## src/rtl/lcd_cfg_pkg.sv

```systemverilog
`default_nettype none
// ============================================================================
// lcd_cfg_pkg : register map, response/issue state encodings, IRQ bit layout
// Rev 1.0
// ============================================================================
package lcd_cfg_pkg;

    localparam logic [4:0] LCD_CFG_CTRL      = 5'h00;
    localparam logic [4:0] LCD_CFG_INSTR     = 5'h04;
    localparam logic [4:0] LCD_CFG_RDATA     = 5'h08;
    localparam logic [4:0] LCD_CFG_PRESCALER = 5'h0C;
    localparam logic [4:0] LCD_CFG_STATUS    = 5'h10;
    localparam logic [4:0] LCD_CFG_IRQ       = 5'h14;
    localparam int unsigned LCD_CFG_MAX_OFFSET = 32'h18;

    localparam int CTRL_ENABLE_BIT = 0;
    localparam int CTRL_READY_BIT  = 1;
    localparam int CTRL_FLUSH_BIT  = 2;
    localparam int CTRL_IRQ_EN_BIT = 3;

    localparam int IRQ_DRAINED   = 0;
    localparam int IRQ_RDATA_NEW = 1;
    localparam int IRQ_OVERFLOW  = 2;
    localparam int IRQ_W         = 3;

    // bit1 drives hready, bit0 drives hresp
    typedef enum logic [1:0] {
        OKAY   = 2'b10,
        ERROR1 = 2'b01,
        ERROR2 = 2'b11
    } resp_state_e;

    typedef enum logic [1:0] {
        IDLE  = 2'b00,
        ISSUE = 2'b01,
        HOLD  = 2'b10
    } issue_state_e;

endpackage
`default_nettype wire

```

## src/rtl/lcd_instr_fifo.sv

```systemverilog
`default_nettype none
// ============================================================================
// lcd_instr_fifo : synchronous FIFO with flush; pop on empty is legal only
//                  when a push arrives in the same cycle (pass-through).
// Rev 1.0
// ============================================================================
module lcd_instr_fifo #(
    parameter int WIDTH = 10,
    parameter int DEPTH = 8,
    localparam int AW   = $clog2(DEPTH),
    localparam int LW   = AW + 1
) (
    input  logic             clk,
    input  logic             rst,
    input  logic             i_push,
    input  logic [WIDTH-1:0] i_push_data,
    input  logic             i_pop,
    input  logic             i_flush,
    output logic [WIDTH-1:0] o_head,
    output logic [LW-1:0]    o_level,
    output logic             o_full,
    output logic             o_empty
);

    logic [WIDTH-1:0] mem_q [DEPTH];
    logic [AW-1:0]    wr_ptr_q, wr_ptr_d, rd_ptr_q, rd_ptr_d;
    logic [LW-1:0]    level_q, level_d;
    logic             w_do_push, w_do_pop;

    assign o_full    = (level_q == LW'(DEPTH));
    assign o_empty   = (level_q == '0);
    assign o_level   = level_q;
    assign o_head    = mem_q[rd_ptr_q];
    assign w_do_push = i_push & ~o_full & ~i_flush;
    assign w_do_pop  = i_pop & (~o_empty | w_do_push);

    always_comb begin
        wr_ptr_d = wr_ptr_q;
        rd_ptr_d = rd_ptr_q;
        level_d  = level_q;
        if (i_flush) begin
            wr_ptr_d = '0;
            rd_ptr_d = '0;
            level_d  = '0;
        end else begin
            if (w_do_push) wr_ptr_d = wr_ptr_q + AW'(1);
            if (w_do_pop)  rd_ptr_d = rd_ptr_q + AW'(1);
            case ({w_do_push, w_do_pop})
                2'b10:   level_d = level_q + LW'(1);
                2'b01:   level_d = level_q - LW'(1);
                default: level_d = level_q;
            endcase
        end
    end

    always_ff @(posedge clk) begin
        if (rst) begin
            wr_ptr_q <= '0;
            rd_ptr_q <= '0;
            level_q  <= '0;
        end else begin
            wr_ptr_q <= wr_ptr_d;
            rd_ptr_q <= rd_ptr_d;
            level_q  <= level_d;
        end
    end

    always_ff @(posedge clk) begin
        if (w_do_push) mem_q[wr_ptr_q] <= i_push_data;
    end

endmodule
`default_nettype wire

```

## src/rtl/lcd_cfg_queue.sv

```systemverilog
`default_nettype none
// ============================================================================
// lcd_cfg_queue : AHB-lite register block with instruction FIFO feeding the
//                 HD44780 PHY through an IDLE/ISSUE/HOLD drain machine.
// Rev 1.0
// ============================================================================
module lcd_cfg_queue
    import lcd_cfg_pkg::*;
#(
    parameter int DATA_WIDTH      = 8,
    parameter int INSTR_WIDTH     = 10,
    parameter int PRESCALER_WIDTH = 16,
    parameter int FIFO_DEPTH      = 8,
    parameter int ADDR_WIDTH      = 12
) (
    input  logic                       clk_i,
    input  logic                       rst_i,
    input  logic [ADDR_WIDTH-1:0]      haddr_i,
    input  logic [31:0]                hwdata_i,
    input  logic                       hwrite_i,
    input  logic [1:0]                 htrans_i,
    output logic [31:0]                hrdata_o,
    output logic                       hready_out_o,
    output logic                       hresp_o,
    input  logic [DATA_WIDTH-1:0]      lcd_rdata_i,
    input  logic                       lcd_rdata_valid_i,
    input  logic                       phy_ready_i,
    output logic                       phy_enable_o,
    output logic [PRESCALER_WIDTH-1:0] prescaler_10ns_o,
    output logic [INSTR_WIDTH-1:0]     lcd_instr_o,
    output logic                       valid_instr_o,
    output logic                       irq_o
);

    localparam int LVL_W = $clog2(FIFO_DEPTH) + 1;

    resp_state_e                resp_q, resp_d;
    issue_state_e               state_q, state_d;
    logic                       dvalid_q, dvalid_d, dwrite_q, dwrite_d;
    logic [4:0]                 daddr_q, daddr_d;
    logic                       phy_enable_q, phy_enable_d, irq_en_q, irq_en_d;
    logic [PRESCALER_WIDTH-1:0] prescaler_q, prescaler_d;
    logic [INSTR_WIDTH-1:0]     last_instr_q, last_instr_d, lcd_instr_q, lcd_instr_d;
    logic [DATA_WIDTH-1:0]      rdata_q, rdata_d;
    logic [IRQ_W-1:0]           irq_q, irq_d, w_irq_set, w_irq_clr;

    logic                       w_addr_sel, w_err_addr, w_err_ovf, w_err;
    logic                       w_wr, w_push, w_flush, w_pop, w_full_pend;
    logic [LVL_W-1:0]           w_level;
    logic                       w_full, w_empty;
    logic [INSTR_WIDTH-1:0]     w_head;
    logic                       w_unused;

    assign w_unused    = ^hwdata_i;
    assign w_addr_sel  = htrans_i[1] & hready_out_o;
    assign w_wr        = dvalid_q & dwrite_q;
    assign w_push      = w_wr & (daddr_q == LCD_CFG_INSTR);
    assign w_flush     = w_wr & (daddr_q == LCD_CFG_CTRL) & hwdata_i[CTRL_FLUSH_BIT];
    // A push completing this cycle counts as occupied; a concurrent pop does not help.
    assign w_full_pend = w_full | (w_push & (w_level == LVL_W'(FIFO_DEPTH - 1)));
    assign w_err_addr  = (haddr_i >= ADDR_WIDTH'(LCD_CFG_MAX_OFFSET)) | (haddr_i[1:0] != 2'b00);
    assign w_err_ovf   = hwrite_i & (haddr_i == ADDR_WIDTH'(LCD_CFG_INSTR)) & w_full_pend;
    assign w_err       = w_addr_sel & (w_err_addr | w_err_ovf);

    lcd_instr_fifo #(
        .WIDTH (INSTR_WIDTH),
        .DEPTH (FIFO_DEPTH)
    ) u_fifo (
        .clk         (clk_i),
        .rst         (rst_i),
        .i_push      (w_push),
        .i_push_data (hwdata_i[INSTR_WIDTH-1:0]),
        .i_pop       (w_pop),
        .i_flush     (w_flush),
        .o_head      (w_head),
        .o_level     (w_level),
        .o_full      (w_full),
        .o_empty     (w_empty)
    );

    always_comb begin
        resp_d       = OKAY;
        dvalid_d     = w_addr_sel & ~w_err;
        dwrite_d     = hwrite_i;
        daddr_d      = haddr_i[4:0];
        phy_enable_d = phy_enable_q;
        irq_en_d     = irq_en_q;
        prescaler_d  = prescaler_q;
        last_instr_d = last_instr_q;
        rdata_d      = rdata_q;
        w_irq_clr    = '0;
        w_irq_set    = '0;
        state_d      = state_q;
        lcd_instr_d  = lcd_instr_q;
        w_pop        = 1'b0;

        if (resp_q == ERROR1)  resp_d = ERROR2;
        else if (w_err)        resp_d = ERROR1;

        if (w_wr) begin
            case (daddr_q)
                LCD_CFG_CTRL: begin
                    phy_enable_d = hwdata_i[CTRL_ENABLE_BIT];
                    irq_en_d     = hwdata_i[CTRL_IRQ_EN_BIT];
                end
                LCD_CFG_INSTR:     last_instr_d = hwdata_i[INSTR_WIDTH-1:0];
                LCD_CFG_PRESCALER: prescaler_d  = hwdata_i[PRESCALER_WIDTH-1:0];
                LCD_CFG_IRQ:       w_irq_clr    = hwdata_i[IRQ_W-1:0];
                default:           ;
            endcase
        end

        if (lcd_rdata_valid_i) rdata_d = lcd_rdata_i;

        // An empty FIFO with a push landing now forwards the write data straight out.
        case (state_q)
            IDLE: begin
                if (phy_enable_q && phy_ready_i && (!w_empty || w_push)) begin
                    state_d     = ISSUE;
                    w_pop       = 1'b1;
                    lcd_instr_d = w_empty ? hwdata_i[INSTR_WIDTH-1:0] : w_head;
                end
            end
            ISSUE:   state_d = HOLD;
            HOLD:    state_d = IDLE;
            default: state_d = IDLE;
        endcase

        w_irq_set[IRQ_DRAINED]   = w_pop & ~w_push & ~w_flush & (w_level == LVL_W'(1));
        w_irq_set[IRQ_RDATA_NEW] = lcd_rdata_valid_i;
        w_irq_set[IRQ_OVERFLOW]  = w_addr_sel & w_err_ovf;
        irq_d = (irq_q & ~w_irq_clr) | w_irq_set;
    end

    always_ff @(posedge clk_i) begin
        if (rst_i) begin
            resp_q       <= OKAY;
            state_q      <= IDLE;
            dvalid_q     <= 1'b0;
            dwrite_q     <= 1'b0;
            daddr_q      <= '0;
            phy_enable_q <= 1'b0;
            irq_en_q     <= 1'b0;
            prescaler_q  <= PRESCALER_WIDTH'(10);
            last_instr_q <= '0;
            lcd_instr_q  <= '0;
            rdata_q      <= '0;
            irq_q        <= '0;
        end else begin
            resp_q       <= resp_d;
            state_q      <= state_d;
            dvalid_q     <= dvalid_d;
            dwrite_q     <= dwrite_d;
            daddr_q      <= daddr_d;
            phy_enable_q <= phy_enable_d;
            irq_en_q     <= irq_en_d;
            prescaler_q  <= prescaler_d;
            last_instr_q <= last_instr_d;
            lcd_instr_q  <= lcd_instr_d;
            rdata_q      <= rdata_d;
            irq_q        <= irq_d;
        end
    end

    always_comb begin
        hrdata_o = '0;
        if (dvalid_q && !dwrite_q) begin
            case (daddr_q)
                LCD_CFG_CTRL: begin
                    hrdata_o[CTRL_ENABLE_BIT] = phy_enable_q;
                    hrdata_o[CTRL_READY_BIT]  = phy_ready_i;
                    hrdata_o[CTRL_IRQ_EN_BIT] = irq_en_q;
                end
                LCD_CFG_INSTR:     hrdata_o = 32'(last_instr_q);
                LCD_CFG_RDATA:     hrdata_o = 32'(rdata_q);
                LCD_CFG_PRESCALER: hrdata_o = 32'(prescaler_q);
                LCD_CFG_STATUS:    hrdata_o = {14'b0, w_full, w_empty, 16'(w_level)};
                LCD_CFG_IRQ:       hrdata_o = 32'(irq_q);
                default:           hrdata_o = '0;
            endcase
        end
    end

    assign hready_out_o     = resp_q[1];
    assign hresp_o          = resp_q[0];
    assign phy_enable_o     = phy_enable_q;
    assign prescaler_10ns_o = prescaler_q;
    assign lcd_instr_o      = lcd_instr_q;
    assign valid_instr_o    = (state_q == ISSUE);
    assign irq_o            = irq_en_q & (|irq_q);

endmodule
`default_nettype wire

```

## config.mk

```make
export PLATFORM = sky130hd
export DESIGN_NAME = lcd_cfg_queue
export DESIGN_NICKNAME = d
export VERILOG_FILES = /design/src/rtl/lcd_cfg_pkg.sv /design/src/rtl/lcd_instr_fifo.sv /design/src/rtl/lcd_cfg_queue.sv
export SDC_FILE = /design/constraint.sdc
export NUM_CORES = 1
export LEC_CHECK = 0
export BUFFER_PORTS_ARGS = -buffer_cell sky130_fd_sc_hd__buf_2
export CORE_AREA = 2 2 162 116
export DETAILED_ROUTE_END_ITERATION = 16
export DIE_AREA = 0 0 164 118
export GPL_TIMING_DRIVEN = 1
export HOLD_SLACK_MARGIN = 0.02
export RECOVER_POWER = 25
export SLEW_MARGIN = 30
export SYNTH_ARGS = -nofsm -noshare
export SYNTH_HDL_FRONTEND = slang
export SYNTH_SLANG_ARGS = --single-unit
```

## constraint.sdc

```tcl
create_clock -name clk_i -period 4.01 [get_ports clk_i]
set_clock_uncertainty 0.15 [all_clocks]
set_input_delay 0 -clock clk_i [delete_from_list [all_inputs] [get_ports clk_i]]
set_output_delay 0 -clock clk_i [all_outputs]
set_load 0.01 [all_outputs]
```

==> flow_summary.toml, run 1 <==
[setup_path]
r2r-start = "u_fifo.o_level[0]"
cp_slowest_cell = "or4b_2"
cp_max_fo = 12
critPathLaunchType = "register"
required_ps = 4150
cpPeakStageDelay_ps = 600
worstSetupPathType = "reg -> reg"
endpoint_kind = "register"
reg2reg_slack_ps = 990
worstPathCellList = "inv_1 -> ha_1 -> or3b_4 -> a21oi_2 -> nor2_1 -> ha_1 -> or4b_2 -> a21oi_1 -> xnor2_1 -> nor2_1"
worstPathArrival_ps = 3160
cp_top_family = "simple AND/OR/NAND/NOR gates"
r2r_end = "u_fifo.o_level[3]"
rr_worst_depth = 10
crit_buf_inv = 1

[timing]
fin_crit_sh = 0.754
hold_ws_ps = 23.2
min_period_ps = 3020
maxSlewViolCount = 0
max_freq_mhz = 331
worst_slack_ps = 988
tightestPinTransition_ps = 941
max_slew_margin = 0.370
hold_viol_final = 0
setup_tns_ps = 0
rsz0062_at_grt = "no"
setup_viol = 0

[route]
via_count = 4834
drt_pass1_iterations = 5
postRouteAntennaNets = 0
vias_per_cell = 5.17
wl_per_cell_um = 18.0
drt-initial-drc-count = 406
drc = 0
wirelength_mm = 16.8

[synth]
ys_seq_elements = 153
yosysSeqAreaShare = 0.594
synth_edf_count = 80
synthArstFlopShare = 0
avgSynthCellArea_um2 = 11.7
syn_inst = 555
synth_cell_types = 55
synth_largest_type_area_fraction = 0.370
synth-warning-count = 0
yosysTopAreaCell = "edfxtp_1"
ys.flop_type = "edfxtp_1"
synthTopCellsByArea = "edfxtp_1, dfxtp_1, mux2i_1, a22oi_1, nor2_1"
synth_area_um2 = 6500

[grt]
grt_busiest_layer = "met2"
overflow = 0
grt_pass1_wl_mm = 26.3
gr-usage-met2 = 0.263
grt_start_max_net_pins = 56
grt_usage = 0.179
grt.met1_usage = 0.257
grt_pass1_vias = 4816
grt_use_met3 = 0.0553
antenna_found_initial = 0

[clocking]
insertion_delay_ps = 420
cts.sinks = 153
cts_resized = 0
cts_max_level = 4
clockBufferDepth = 2
cts.root.buffer_cell = "clkbuf_16"
clk_pin_slew_ps = 60
cts_inserted_buffers = 17
cts_tree = "built"

[cells_and_area]
areaGrowthSynthToFinish_pct = 25.0
layout.cells.non_filler = 935
diodes = 0
final_nets = 752
drive_above_1_share = 0.173

[worst_hold_path]
worstHoldPathType = "in -> reg"
holdPathStages = 3
min_to = "prescaler_10ns_o[10]"
min_from = "rst_i"

[pwr]
power_mw = 3.34
leakage_nw = 3.07
powerDensity_nw_per_um2 = 411
ir_drop_uv = 275

[floorplan]
core_um2 = 17800
rows = 41
dieArea_um2 = 19400
die_w_um = 164
boundaryPins = 122
initial_core_util = 0.365
die_h_um = 118

[placement]
dp.cells = 855
finalWeightedCongestion = 0.931
dp_hpwl_mm = 11.2
io_buffers = 90
pre_cts_slack_ps = 1030

[run_status]
status = "complete, no violations"

[flow_run]
maxCapViolCount = 0
-- power by group --
part           switching [mW]  internal, mW
clock                   0.610         0.925
sequential             0.0107          1.65
combinational          0.0760        0.0604
-- logic make-up (layout without fill, tap and decap cells) --
kind of cell	count (synthesis)	count (layout)	share of synthesized area
compound gates	92	92	0.0997
xor+xnor	5	5	0.00674
fa+ha+maj	7	7	0.0135
buf+inv	52	183	0.0425
flops	153	153	0.594
mux	67	67	0.103
other cells	1	14	0.000577
simple gates	178	178	0.140
-- worst min-delay path, cell delays in order --
cell	delay, ps
buf_2	90
buf_4	310
nor2_1	150
-- cells in the final DEF (no fill, tap or decap), types with 14 or more instances in the layout --
| master | n |
|---|---|
| edfxtp_1 | 80 |
| buf_2 | 77 |
| dfxtp_1 | 72 |
| mux2i_1 | 67 |
| nor2_1 | 52 |
| dlygate4sd3_1 | 48 |
| nand2_1 | 41 |
| a22oi_1 | 29 |
| a21oi_1 | 29 |
| nand3_1 | 21 |
| clkbuf_16 | 17 |
| clkbuf_1 | 17 |
| conb_1 | 14 |
-- stage by stage --
| stage | instance area, um^2 | utilization |
|---|---|---|
| 3_5_place_dp | 7100 | 0.399 |
| 4_1_cts | 8140 | 0.457 |
| 3_3_place_gp | 7100 | 0.399 |
| 2_1_floorplan | 6550 | - |
| 5_1_grt | 8130 | 0.457 |
| 6_report | 8130 | 0.457 |
-- cells in the mapped netlist, types with 5 or more instances --
cell	n
a222oi_1	6
buf_2	14
nor2_1	52
o21ai_0	5
ha_1	7
buf_4	15
nand3_1	21
edfxtp_1	80
a21oi_1	29
clkbuf_1	13
nand2_1	41
a22oi_1	29
nor3_1	5
mux2i_1	67
a311oi_1	10
nor2b_1	11
and3_1	11
buf_1	5
dfxtp_1	73
nand4_1	6
-- metal layers --
metal,part of all wire,wire (um),vias up
met3,0.081,1350,14
met2,0.44,7380,189
met5,0,0,-
met4,0.0065,110,0
li1,-,-,2302
met1,0.47,7970,2329
-- flip-flops by register name, summed over array words and instances, names as in the netlist, named ones only --
signal	cells
daddr_q	5
dvalid_q	1
dwrite_q	1
irq_en_q	1
irq_q	3
last_instr_q	10
lcd_instr_o	10
phy_enable_o	1
prescaler_10ns_o	16
rdata_q	8
resp_q	2
state_q	2
u_fifo.mem_q	80
u_fifo.o_level	4
u_fifo.rd_ptr_q	3
u_fifo.wr_ptr_q	3
-- repair_timing --
item | in CTS | in global routing
hold buffers | 48 | 0
setup endpoints to repair | 0 | 0
buffers inserted | 0 | 0
hold endpoints to repair | 141 | 0
-- worst max-delay path by stage --
| stage | startpoint | end | slack, ps | cells past startpoint |
|---|---|---|---|---|
| CTS | u_fifo.o_level[0] | u_fifo.o_level[3] | 1010 | 10 |
| detailed placement | u_fifo.o_level[0] | u_fifo.o_level[3] | 1030 | 10 |
| floorplan | u_fifo.o_level[0] | u_fifo.o_level[3] | 1270 | 11 |
| global placement | u_fifo.o_level[0] | u_fifo.o_level[3] | 1130 | 10 |
| global route | u_fifo.o_level[0] | u_fifo.o_level[3] | 790 | 10 |
| finish | u_fifo.o_level[0] | u_fifo.o_level[3] | 990 | 10 |
-- layout make-up --
cell class                 count  area, um^2
tap                          236         295
clock buffer                  23         458
clock inverter                 9        98.8
sequential                   153        3870
multi-input combinational    363        2410
fill                        1632        9670
inverter                       4        15.0
timing repair buffer         147         983
No activity file was read; power rests on OpenSTA's default activity.
==> inputs of run 2 (changes only) <==
--- a/config.mk
+++ b/config.mk
@@ -5,10 +5,11 @@
 export SDC_FILE = /design/constraint.sdc
 export NUM_CORES = 1
 export LEC_CHECK = 0
+export ABC_AREA = 1
 export BUFFER_PORTS_ARGS = -buffer_cell sky130_fd_sc_hd__buf_2
-export CORE_AREA = 2 2 162 116
+export CORE_AREA = 2 2 164 118
 export DETAILED_ROUTE_END_ITERATION = 16
-export DIE_AREA = 0 0 164 118
+export DIE_AREA = 0 0 166 120
 export GPL_TIMING_DRIVEN = 1
 export HOLD_SLACK_MARGIN = 0.02
 export RECOVER_POWER = 25
==> constraint.sdc (replaced) <==
create_clock -name clk_i -period 2.7 [get_ports clk_i]
set_clock_uncertainty 0.15 [all_clocks]
set_input_delay 0 -clock clk_i [delete_from_list [all_inputs] [get_ports clk_i]]
set_output_delay 0 -clock clk_i [all_outputs]
set_load 0.01 [all_outputs]
==> run 2 against run 1 <==
  * Global-route usage rose by 0.053 points
  * Synthesized cell count rose by 42%
  * Cell count rose by 28%
  * Register-to-register slack got worse by 650 ps
  * Clock power rose by 47%
  * Flip-flop and latch count did not move
  * Worst setup slack got worse by 710 ps
  * Die area rose by 2.9%
  * Sequential power rose by 48%
  * Critical endpoint is now resp_q[0]
  * Largest cell class unchanged
  * Largest power group unchanged
==> flow_summary.toml, run 2 <==
[clocking]
cts.sinks = 153
postCtsSetupRepairBufs = 0
clockBufferDepth = 2
clk_pin_slew_ps = 60
cts.root.buffer_cell = "clkbuf_16"
cts_inserted_buffers = 17
cts_tree = "built"
cts_max_level = 4
insertion_delay_ps = 410

[placement]
dp_hpwl_mm = 11.9
io_buffers = 90
dp.cells = 1107
pre_cts_slack_ps = 357
finalWeightedCongestion = 0.877

[route]
vias_per_cell = 4.71
postRouteAntennaNets = 0
wirelength_mm = 17.6
drc = 0
wl_per_cell_um = 14.7
drt-initial-drc-count = 500
drt_pass1_iterations = 5
via_count = 5653

[cells_and_area]
regMostFlops = "u_fifo.mem_q"
diodes = 0
largest_reg_flops = 80
nFillCells = 1775
final_common_cell = "nand2_1"
areaGrowthSynthToFinish_pct = 28.2
final_cell_mix = "nand2_1, nor2_1, buf_2, edfxtp_1, dfxtp_1"
final_nets = 1011
drive_above_1_share = 0.153
layout.cells.non_filler = 1200

[timing]
hold_ws_ps = 80.1
max_slew_margin = 0.513
fin_crit_sh = 0.896
worst_slack_ps = 280
tightestPinTransition_ps = 729
min_period_ps = 2420
max_freq_mhz = 413
rsz0062_at_grt = "no"
setup_tns_ps = 0
maxSlewViolCount = 0
setup_viol = 0
hold_viol_final = 0

[floorplan]
dieArea_um2 = 19900
initial_core_util = 0.363
die_h_um = 120
boundaryPins = 122
die_w_um = 166
core_um2 = 18400
rows = 42

[synth]
synth_cell_types = 35
synth-warning-count = 0
avgSynthCellArea_um2 = 8.52
synth_edf_count = 80
synth.most_common_cell = "nand2_1"
synth_largest_type_area_fraction = 0.359
ys_seq_elements = 153
yosys-top-cells-count = "nand2_1, nor2_1, edfxtp_1"
yosysSeqAreaShare = 0.577
synth_area_um2 = 6700
ys.flop_type = "edfxtp_1"
synthArstFlopShare = 0
synthTopCellsByArea = "edfxtp_1, dfxtp_1, nand2_1, nor2_1, nand3_1"
syn_inst = 786
yosysTopAreaCell = "edfxtp_1"

[pwr]
leakage_nw = 3.68
power_mw = 4.95
ir_drop_uv = 365
powerDensity_nw_per_um2 = 576

[setup_path]
rr_worst_depth = 11
cpPeakStageDelay_ps = 560
reg2reg_slack_ps = 340
worstSetupPathType = "in -> reg"
cp_max_fo = 2
endpoint_kind = "register"
r2r_end = "u_fifo.o_level[2]"
r2r-start = "u_fifo.o_level[0]"
cp_slowest_cell = "dlygate4sd3_1"
worstPathArrival_ps = 2580
worstPathCellList = "dlygate4sd3_1 -> buf_2 -> nor2_1 -> dlygate4sd3_1 -> nand2_1 -> nor3_1 -> o21a_1 -> nand2_2 -> dlygate4sd3_1 -> nand2_1 -> nand2_1"
required_ps = 2860
critPathLaunchType = "input port"

[grt]
grt_usage = 0.180
grt_pass1_wl_mm = 28.0
grt_start_max_net_pins = 41
antenna_found_initial = 0
overflow = 0
grt_pass1_vias = 5204

[run_status]
status = "complete, no violations"

[worst_hold_path]
min_from = "phy_ready_i"
holdPathStages = 5
worstHoldPathType = "in -> reg"

[flow_run]
maxCapViolCount = 0
==> run 2: cell types whose count changed after synthesis, sizes merged, moves of 33 or more <==
cell	before	now
mux2i	67	0
nand2	41	193
nand3	21	67
inv	4	61
o21ai	6	39
nor2	52	133
==> run 2: per-stage QoR <==
step                utilization  cell area [um^2]
CTS                       0.467              8610
global placement          0.402              7420
global route              0.466              8590
floorplan                     -              6750
detailed placement        0.402              7420
finish                    0.466              8590
==> run 2: power breakdown <==
group	leakage, nW	internal (mW)	switching, mW
Combinational	2.08	0.0992	0.122
Clock	0.284	1.25	1.01
Sequential	1.31	2.46	0.0102
==> run 2: logic make-up (layout without fill, tap and decap cells) <==
kind of cell             Yosys count  count (layout)  synth area share
AND/OR/NAND/NOR                  420             420             0.261
flip-flops                       153             153             0.577
buffers and inverters            112             271            0.0746
AO/OA/AOI/OAI                     91              91            0.0716
adder cells (fa/ha/maj)            7               7            0.0131
XOR/XNOR                           2               2           0.00262
other                              1              14          0.000560
==> run 2: metal layers <==
layer  routed length (um)  up-vias  global-route usage
met5                    0        -                   0
met1                 8830     2620               0.268
met3                 1130        2              0.0406
met2                 7580      170               0.264
met4                   53        0              0.0440
li1                     -     2861                   -
==> run 2: timing repair <==
item                       CTS  global route
gates resized for setup      0             2
setup endpoints to repair    0             3
hold buffers                63             0
hold endpoints to repair   139             0
==> run 2: worst max path at each step <==
stage / from / to / slack [ps] / cells after the start
floorplan: u_fifo.o_level[0] / u_fifo.mem_q[0][0] / 170 / 8
global placement: u_fifo.o_level[0] / u_fifo.o_level[3] / 410 / 12
detailed placement: u_fifo.o_level[0] / u_fifo.o_level[3] / 360 / 12
CTS: haddr_i[6] / resp_q[1] / 30 / 11
global route: haddr_i[10] / resp_q[0] / 120 / 11
finish: haddr_i[10] / resp_q[0] / 280 / 11
==> run 2: final cells by class <==
| cell class | count | area, um^2 | area share |
|---|---|---|---|
| repair buffers | 175 | 1230 | 0.143 |
| clock buffers | 18 | 450 | 0.0525 |
| clock inverters | 14 | 111 | 0.0130 |
| inverters | 64 | 240 | 0.0280 |
| multi-input cells | 534 | 2390 | 0.278 |
| well taps | 242 | 303 | 0.0353 |
| flip-flops and latches | 153 | 3860 | 0.450 |
==> run 2: worst max-delay path: cells and delay by family <==
family / cells / cell delay [ps]
compound gates: 1 / 190
simple gates: 6 / 610
buf+inv: 4 / 1780
